$ cat config.mk
export PLATFORM = sky130hd
export DESIGN_NAME = multi_edge_detect
export DESIGN_NICKNAME = d
export VERILOG_FILES = /design/src/rtl/multi_edge_detect.sv
export SDC_FILE = /design/constraint.sdc
export NUM_CORES = 1
export LEC_CHECK = 0
export ABC_CLOCK_PERIOD_IN_PS = 2200
export CAP_MARGIN = 20
export CORE_MARGIN = 8
export CORE_UTILIZATION = 44
export DETAILED_ROUTE_END_ITERATION = 8
export PLACE_DENSITY_LB_ADDON = 0.15
export SLEW_MARGIN = 20
export SYNTH_ARGS = -nofsm -noshare
export SYNTH_HDL_FRONTEND = slang
export SYNTH_SLANG_ARGS = --single-unit
$ cat constraint.sdc
create_clock -name clk -period 2.2 [get_ports clk]
set_clock_uncertainty 0.2 [all_clocks]
set_input_delay 0.44 -clock clk [delete_from_list [all_inputs] [get_ports clk]]
set_output_delay 0.44 -clock clk [all_outputs]
set_load 0.03 [all_outputs]
$ cat src/rtl/multi_edge_detect.sv
// -----------------------------------------------------------------------------
// multi_edge_detect
//
// Purpose:
//   Multi-channel edge detector for raw asynchronous level inputs such as
//   buttons and sensor strobes. Each channel is handled on its own:
//     - a SYNC_STAGES-deep synchroniser,
//     - an optional glitch filter,
//     - an edge detector with a run-time mode (none / rise / fall / both),
//     - a registered one-cycle edge pulse,
//     - sticky pending and overrun flags with a per-channel clear.
//   irq is the OR of all pending bits.
//
// Optional feature:
//   MULTI_EDGE_FILTER_EN - when defined, each channel gets a stability counter
//   between the synchroniser and the detector. The filtered level follows the
//   synchronised level only after the two have differed for FILTER_CYCLES
//   consecutive cycles. This adds FILTER_CYCLES cycles of latency. When the
//   macro is undefined, no counter logic exists.
//
// Parameters:
//   NUM_CH        number of channels (1..32)
//   SYNC_STAGES   synchroniser depth (2..4)
//   FILTER_CYCLES glitch filter stability count (2..255). Only used with
//                 MULTI_EDGE_FILTER_EN.
//
// Ports:
//   clk         in   system clock; all logic uses the rising edge
//   rst_n       in   asynchronous active-low reset
//   level       in   [NUM_CH]    raw asynchronous inputs
//   mode        in   [2*NUM_CH]  per-channel mode, bits [2i+1:2i]:
//                                00 none, 01 rise, 10 fall, 11 both (used live)
//   clr         in   [NUM_CH]    clear of pending/overrun; takes effect next edge
//   level_sync  out  [NUM_CH]    synchronised (and filtered) level
//   edge_tick   out  [NUM_CH]    one-cycle pulse per qualified edge
//   pending     out  [NUM_CH]    sticky edge-seen flag
//   overrun     out  [NUM_CH]    sticky edge-while-pending flag
//   irq         out  1           OR of pending
// -----------------------------------------------------------------------------
module multi_edge_detect #(
  parameter int NUM_CH        = 4,
  parameter int SYNC_STAGES   = 2,
  parameter int FILTER_CYCLES = 4
) (
  input  logic                  clk,
  input  logic                  rst_n,
  input  logic [NUM_CH-1:0]     level,
  input  logic [2*NUM_CH-1:0]   mode,
  input  logic [NUM_CH-1:0]     clr,
  output logic [NUM_CH-1:0]     level_sync,
  output logic [NUM_CH-1:0]     edge_tick,
  output logic [NUM_CH-1:0]     pending,
  output logic [NUM_CH-1:0]     overrun,
  output logic                  irq
);

  // Per-channel datapath signals, gathered into vectors for the outputs.
  logic [NUM_CH-1:0] sync_out;   // last synchroniser stage
  logic [NUM_CH-1:0] det_in;     // detector input (filtered when enabled)
  logic [NUM_CH-1:0] qualified;  // edge accepted by the current mode

  genvar gi;
  generate
    for (gi = 0; gi < NUM_CH; gi = gi + 1) begin : g_ch

      // -----------------------------------------------------------------
      // Synchroniser: bit 0 captures the raw input. The top bit feeds the
      // rest of the channel.
      // -----------------------------------------------------------------
      logic [SYNC_STAGES-1:0] sync_reg;

      always_ff @(posedge clk or negedge rst_n) begin
        if (!rst_n) begin
          sync_reg <= '0;
        end else begin
          sync_reg <= {sync_reg[SYNC_STAGES-2:0], level[gi]};
        end
      end

      assign sync_out[gi] = sync_reg[SYNC_STAGES-1];

`ifdef MULTI_EDGE_FILTER_EN
      // -----------------------------------------------------------------
      // Glitch filter. The counter tracks how many consecutive cycles the
      // synchronised value has differed from the filtered level.
      //
      // Because the signal is one bit wide, a change of the synced value
      // while it differs from filt_reg can only bring it back to filt_reg.
      // The "equal" branch therefore also covers the "synced value
      // changed" restart.
      //
      // Once the difference has lasted FILTER_CYCLES cycles, filt_reg takes
      // the new value.
      // -----------------------------------------------------------------
      localparam int CNT_W = $clog2(FILTER_CYCLES + 1);
      localparam logic [CNT_W-1:0] CNT_LAST = CNT_W'(FILTER_CYCLES - 1);
      localparam logic [CNT_W-1:0] CNT_ONE  = CNT_W'(1);

      logic [CNT_W-1:0] cnt_reg;
      logic             filt_reg;

      always_ff @(posedge clk or negedge rst_n) begin
        if (!rst_n) begin
          cnt_reg  <= '0;
          filt_reg <= 1'b0;
        end else if (sync_out[gi] == filt_reg) begin
          cnt_reg <= '0;
        end else if (cnt_reg == CNT_LAST) begin
          filt_reg <= sync_out[gi];
          cnt_reg  <= '0;
        end else begin
          cnt_reg <= cnt_reg + CNT_ONE;
        end
      end

      assign det_in[gi] = filt_reg;
`else
      assign det_in[gi] = sync_out[gi];
`endif

      // -----------------------------------------------------------------
      // Edge detector. level_sync doubles as the "previous" register, so
      // the tick and the level_sync update happen on the same edge.
      //
      // prev resets to 0. An input held high through reset therefore
      // yields a rise tick after release; this is intended behaviour.
      // -----------------------------------------------------------------
      logic ls_reg;
      logic tick_reg;
      logic pend_reg;
      logic ovr_reg;
      logic rise;
      logic fall;

      assign rise = det_in[gi] & ~ls_reg;
      assign fall = ~det_in[gi] & ls_reg;
      assign qualified[gi] = (rise & mode[2*gi]) | (fall & mode[2*gi+1]);

      always_ff @(posedge clk or negedge rst_n) begin
        if (!rst_n) begin
          ls_reg   <= 1'b0;
          tick_reg <= 1'b0;
        end else begin
          ls_reg   <= det_in[gi];
          tick_reg <= qualified[gi];
        end
      end

      // -----------------------------------------------------------------
      // Sticky flags.
      //
      // pending is set by the registered tick, so it rises one cycle after
      // edge_tick. A set in the same cycle as clr wins over the clear.
      //
      // overrun records a tick that lands while pending is already set,
      // unless that same cycle clears the channel.
      // -----------------------------------------------------------------
      always_ff @(posedge clk or negedge rst_n) begin
        if (!rst_n) begin
          pend_reg <= 1'b0;
          ovr_reg  <= 1'b0;
        end else begin
          pend_reg <= tick_reg | (pend_reg & ~clr[gi]);
          ovr_reg  <= (tick_reg & pend_reg & ~clr[gi]) | (ovr_reg & ~clr[gi]);
        end
      end

      assign level_sync[gi] = ls_reg;
      assign edge_tick[gi]  = tick_reg;
      assign pending[gi]    = pend_reg;
      assign overrun[gi]    = ovr_reg;
    end
  endgenerate

  // irq is combinational, but only from registered pending bits.
  assign irq = |pending;

endmodule

-- After elaboration in Yosys (flattened, before gate mapping)
Index checks and enable logic that the tools add are counted.
- bits in registers: 24
- input bits: 18
- logic and storage cells: 77
- bitwise operators: 56
- reductions and logical operators: 1
- operators by type and width (kind ; number):
    bitwise AND 1 bit ; 32
    inverter 1 bit ; 12
    bitwise OR 1 bit ; 12
    OR reduction 4 bit ; 1

-- Depth between registers and ports, before layout
Gate-level depths: netlist of the first run.
- depth after elaboration: 4
- gate-level depth with buffers: 2
- depth with buffers taken out: 2

-- Worst setup path before layout of the first run
Ideal clock, no wire load.
- kind: reg2out
- start: register g_ch[0].pend_reg
- end: output irq
- arrival time: 1064 ps
- data required time: 1560 ps
- slack: 496 ps
- stages on the path, launching flop included: 2
- cell sequence: dfrtp_1 or4_1
- longest elaborated chain between the ends: 1
- ends and longest elaborated chain (element ; line ; source):
    start, declared ; 130 ; logic pend_reg;
    start signal, assigned ; 163 ; pend_reg <= tick_reg | (pend_reg & ~clr[gi]);
    OR reduction 4 bit ; 176 ; assign irq = |pending;
    end, declared ; 54 ; output logic irq
No other way between the ends.

-- Worst setup path after layout of the first run
- start: register g_ch[1].pend_reg
- end: output pending[1]
- RTL lines (element ; line ; source):
    start, declared ; 130 ;
    start signal, assigned ; 163 ;
    end, declared ; 52 ; output logic [NUM_CH-1:0] pending,
No word-level cell between the ends.

==> results of run 1 <==
-- cell usage in the layout, fill, tap and decap left out, drive strengths merged --
cell,netlist,final
a21o,4,4
a21oi,4,4
buf,16,3
clkbuf,0,4
clkdlybuf4s50,0,33
dfrtp,24,24
inv,4,4
nand2,4,4
nand3b,4,4
nor2,4,4
o21ai,4,4
or4,1,1
-- power by group through the flow --
stage / clock network [W] / registers [W] / logic [W]
after global placement: 0 / 0.000494 / 0.000166
after CTS: 0.000186 / 0.000487 / 0.000166
after floorplan: 0 / 0.000493 / 0.0000996
after global routing: 0.000207 / 0.000491 / 0.000173
final: 0.000173 / 0.000486 / 0.000162
after detailed placement: 0 / 0.000496 / 0.000167
-- repair_timing --
item	in CTS	in global routing
cloned	0	0
gates resized for setup	2	1
endpoints found under the setup margin	1	1
buffers inserted	0	0
-- cell families (layout without fill, tap and decap cells) --
family          after synthesis  in the layout  share of synthesized area [%]
compound gates               12             12                           8.15
flops                        24             24                           68.7
simple gates                 13             13                           7.72
buf+inv                      20             44                           15.5
-- through the flow --
step           hold slack, ps  worst slack [ps]  instances  cell area [µm²]
2_1_floorplan           -55.6               496         69              875
3_3_place_gp              132               103        117             1150
3_5_place_dp              135               101        117             1150
4_1_cts                   163              4.80        120             1170
5_1_grt                   174              54.4        120             1170
6_report                  158               125        120             1170
-- layout make-up --
| cell class | count | area share [%] |
|---|---|---|
| Multi-Input combinational cell | 25 | 11.9 |
| Clock buffer | 3 | 1.93 |
| Sequential cell | 24 | 51.4 |
| Tap cell | 27 | 2.89 |
| Timing Repair Buffer | 37 | 30.6 |
| Inverter | 4 | 1.28 |
-- routing by layer --
metal  track usage, %  wire (µm)  up-vias
met5                0          0        -
met4             2.99          0        0
met3             2.97        106        0
met2             14.3        713       18
met1             8.40        561      237
li1                 -          -      255
-- worst max-delay path, cell delays in order (launching register included) --
cell	delay [ps]
dfrtp_1	370
buf_4	120
clkdlybuf4s50_1	660
-- path summary, 6_finish.rpt --
| check | from | to | slack, ps | cells after the start |
|---|---|---|---|---|
| min in group asynchronous | rst_n | g_ch[0].sync_reg[0]$_DFF_PN0_ | 280 | 2 |
| hold / removal | g_ch[2].sync_reg[0]$_DFF_PN0_ | g_ch[2].sync_reg[1]$_DFF_PN0_ | 160 | 0 |
| setup / recovery | g_ch[1].pend_reg$_DFF_PN0_ | pending[1] | 130 | 2 |
| max in group asynchronous | rst_n | g_ch[1].tick_reg$_DFF_PN0_ | 1290 | 2 |
| hold reg to reg | g_ch[2].sync_reg[0]$_DFF_PN0_ | g_ch[2].sync_reg[1]$_DFF_PN0_ | 160 | 0 |
| setup reg to reg | g_ch[1].pend_reg$_DFF_PN0_ | g_ch[1].ovr_reg$_DFF_PN0_ | 1200 | 3 |
==> results.toml, run 1 <==
[run_status]
status = "completed"

[global_routing]
grt_pass1_wl_um = 2250
grt_antenna_before_repair = 0
grt_max_degree = 25
groute.usage.overall_pct = 8.05
grt_pass1_vias = 532
overflow = 0

[layout]
layout.nets = 113
final_util_pct = 60.8
seqCellArea_um2 = 601
antennaDiodeCount = 0
largest_reg_flops = 8
multi_input_area_um2 = 139
syn_to_final_growth_pct = 33.6
fillers = 175
drive_gt1_share_pct = 8.60

[synthesis]
ys_types = 11
synthFlopType = "dfrtp_1"
ys_seq_area_share_pct = 68.7
synth.area.top_cells = "dfrtp_1, buf_4, nand3b_1"
synth_top_area_cell = "dfrtp_1"
netlist.area_leader.share_pct = 68.7
async_flop_share_pct = 100
synthTopCellsByCount = "dfrtp_1, buf_4"
syn_area_um2 = 875
synth_cells = 69
syn_area_per_cell_um2 = 12.7
synth_edf_count = 0
synth_most_common_cell = "dfrtp_1"
ys_warn_count = 0
ys_ff_latch = 24
synth_nets = 87

[placement]
dp_hpwl_um = 1140
portBuffers = 34
gp_congestion = 0.643

[sta]
slew_headroom_pct = 78.6
fin_crit_sh_pct = 94.3
rsz0062_at_grt = "no"
worstMarginPinSlew_ps = 320
max_freq_mhz = 482
finalCriticalPeriod_ps = 2070
hold_viol_final = 0
final.setup.tns_ps = 0
setup_viol = 0
slew_viol_final = 0

[power_and_ir_drop]
power_density_mw_per_mm2 = 702
worst_ir_drop_vdd_v = 0.000353
p_switching_w = 0.000207
p_leak_nw = 0.540
total_power_w = 0.000821
power_frac_clock_pct = 21.1
power_frac_comb_pct = 19.7
switching_share_pct = 25.2
seqPwrFrac_pct = 59.2
p_int_w = 0.000614

[drt]
drt_iter0_drc = 3
vias = 510
drt_first_pass_iters = 3
routed_wl_um = 1380
drc = 0
routed_via_density = 4.25
drtAntennaViolNets = 0
wl_per_cell_um = 11.5

[flow_run]
cap_violations = 0

[setup_path]
worstPathMaxFanout = 3
worst_setup_path_start_kind = "register"
endpoint_kind = "output port"
cp.required_ps = 1560
cp.arrival_ps = 1430
critPathKind = "register to output port"

[clock_network]
cts_sinks = 24
cts_tree = "done"
clock_latency_ps = 290
cts.htree.levels = 1
cts.path.max_buffers = 2
cts-root-buf = "clkbuf_4"
cts_buffers = 3
cts.clk_slew.worst_paths_ps = 110
hold_buffers = 0

[hold_path]
hold_path_class = "register to register"

[die]
die-area_mm2 = 0.00367
die_h_um = 60.6
coreArea_mm2 = 0.00192
ios = 35
row_count = 16
die_w_um = 60.6
start_util_pct = 45.5
No activity file was read; power rests on OpenSTA's default activity.
==> inputs of run 2 (changes only) <==
--- a/config.mk
+++ b/config.mk
@@ -7,10 +7,10 @@
 export LEC_CHECK = 0
 export ABC_CLOCK_PERIOD_IN_PS = 2200
 export CAP_MARGIN = 20
-export CORE_MARGIN = 8
+export CORE_MARGIN = 1.5
 export CORE_UTILIZATION = 44
 export DETAILED_ROUTE_END_ITERATION = 8
-export PLACE_DENSITY_LB_ADDON = 0.15
+export PLACE_DENSITY_LB_ADDON = 0.12
 export SLEW_MARGIN = 20
 export SYNTH_ARGS = -nofsm -noshare
 export SYNTH_HDL_FRONTEND = slang
==> results.toml, run 2 (synthesized netlist as in run 1, its figures left out) <==
[setup_path]
cp.required_ps = 1560
worst_setup_path_start_kind = "register"
endpoint_kind = "output port"
max_stage_delay_ps = 520
critPathKind = "register to output port"
cp.arrival_ps = 1490
path_cells = "or4_1 > clkdlybuf4s15_2"
worstPathMaxFanout = 2
crit_path_top_delay_cell = "or4_1"

[die]
die_w_um = 47.6
die-area_mm2 = 0.00226
start_util_pct = 48.5
coreArea_mm2 = 0.00180
die_h_um = 47.6
row_count = 15
ios = 35

[clock_network]
cts_tree = "done"
cts.path.max_buffers = 2
cts_buffers = 3
cts_setup_buffers = 0
hold_buffers = 0
cts.htree.levels = 1
clock_latency_ps = 290
cts-root-buf = "clkbuf_4"
cts.clk_slew.worst_paths_ps = 110
cts_sinks = 24

[layout]
mostFrequentLayoutCell = "clkdlybuf4s50_1"
syn_to_final_growth_pct = 34.9
design_area_mm2 = 0.00118
antennaDiodeCount = 0
layout.nets = 114
largest_reg_flops = 8
final_cell_mix = "clkdlybuf4s50_1, dfrtp_1"
drive_gt1_share_pct = 9.57
final_util_pct = 65.5

[global_routing]
use_met1_pct = 13.2
grt_antenna_before_repair = 0
grt_use_met2_pct = 21.4
grt.busiest_layer = "met2"
overflow = 0
groute.usage.overall_pct = 12.1
grt_pass1_wl_um = 1840
grt_max_degree = 25
grt_use_met3_pct = 3.40
grt_pass1_vias = 486

[power_and_ir_drop]
p_leak_nw = 0.546
worst_ir_drop_vdd_v = 0.000514
total_power_w = 0.000823
power_density_mw_per_mm2 = 697

[sta]
setup_viol = 0
final.setup.tns_ps = 0
hold_viol_final = 0
rsz0062_at_grt = "no"
worstMarginPinSlew_ps = 311
fin_crit_sh_pct = 97.0
slew_viol_final = 0
whs_ps = 155
max_freq_mhz = 469
finalCriticalPeriod_ps = 2130
slew_headroom_pct = 79.2

[drt]
drc = 0
vias = 535
drt_iter0_drc = 2
routed_via_density = 4.50
routed_wl_um = 1200
wl_per_cell_um = 10.1
drt_first_pass_iters = 2
drtAntennaViolNets = 0

[placement]
placed_cell_area_mm2 = 0.00116
dp_hpwl_um = 952
gp_congestion = 0.638
portBuffers = 34

[hold_path]
hold_path_class = "register to register"

[run_status]
status = "completed"

[flow_run]
cap_violations = 0
-- run 2: timing repair --
item                                   in CTS  in global routing
resized for setup                           3                  0
endpoints found under the hold margin       0                  0
setup endpoints to repair                   1                  0
-- run 2: critical path: cells and delay by family (launching register included) --
kind                   cells  cell delay (ps)
and+or+nand+nor            1              520
DFF                        1              390
buffers and inverters      1              290
-- run 2: worst paths after layout --
path / depth (start not counted) / slack (ps) / endpoint / startpoint
setup / recovery: 2 / 70 / irq / g_ch[0].pend_reg$_DFF_PN0_
hold / removal: 0 / 160 / g_ch[2].sync_reg[1]$_DFF_PN0_ / g_ch[2].sync_reg[0]$_DFF_PN0_
setup reg to reg: 3 / 1180 / g_ch[0].ovr_reg$_DFF_PN0_ / g_ch[0].pend_reg$_DFF_PN0_
hold reg to reg: 0 / 160 / g_ch[2].sync_reg[1]$_DFF_PN0_ / g_ch[2].sync_reg[0]$_DFF_PN0_
max in group asynchronous: 2 / 1290 / g_ch[2].sync_reg[0]$_DFF_PN0_ / rst_n
min in group asynchronous: 2 / 290 / g_ch[0].pend_reg$_DFF_PN0_ / rst_n
-- run 2: cell type report --
| type | count | area (µm²) |
|---|---|---|
| clock buffer | 3 | 22.5 |
| fill | 167 | 622 |
| inverter | 4 | 15.0 |
| multi-input combinational | 25 | 139 |
| sequential | 24 | 601 |
| tap | 25 | 31.3 |
| timing repair buffer | 38 | 372 |
-- run 2: report_power, final --
group	total [W]	internal (W)	switching, W
registers	0.000486	0.000469	0.0000164
clock network	0.000170	0.0000637	0.000107
logic	0.000167	0.0000852	0.0000814
-- run 2: metrics by stage --
stage          cells  setup slack [ps]
2_1_floorplan     69               496
3_3_place_gp     116               110
3_5_place_dp     116              75.3
4_1_cts          119              41.8
5_1_grt          119              2.20
6_report         119              65.6
-- run 2: layer usage --
metal  routed length [µm]  vias to the layer above
li1                     -                      262
met1                  510                      250
met2                  618                       21
met3                   61                        2
met4                   11                        0
met5                    0                        -
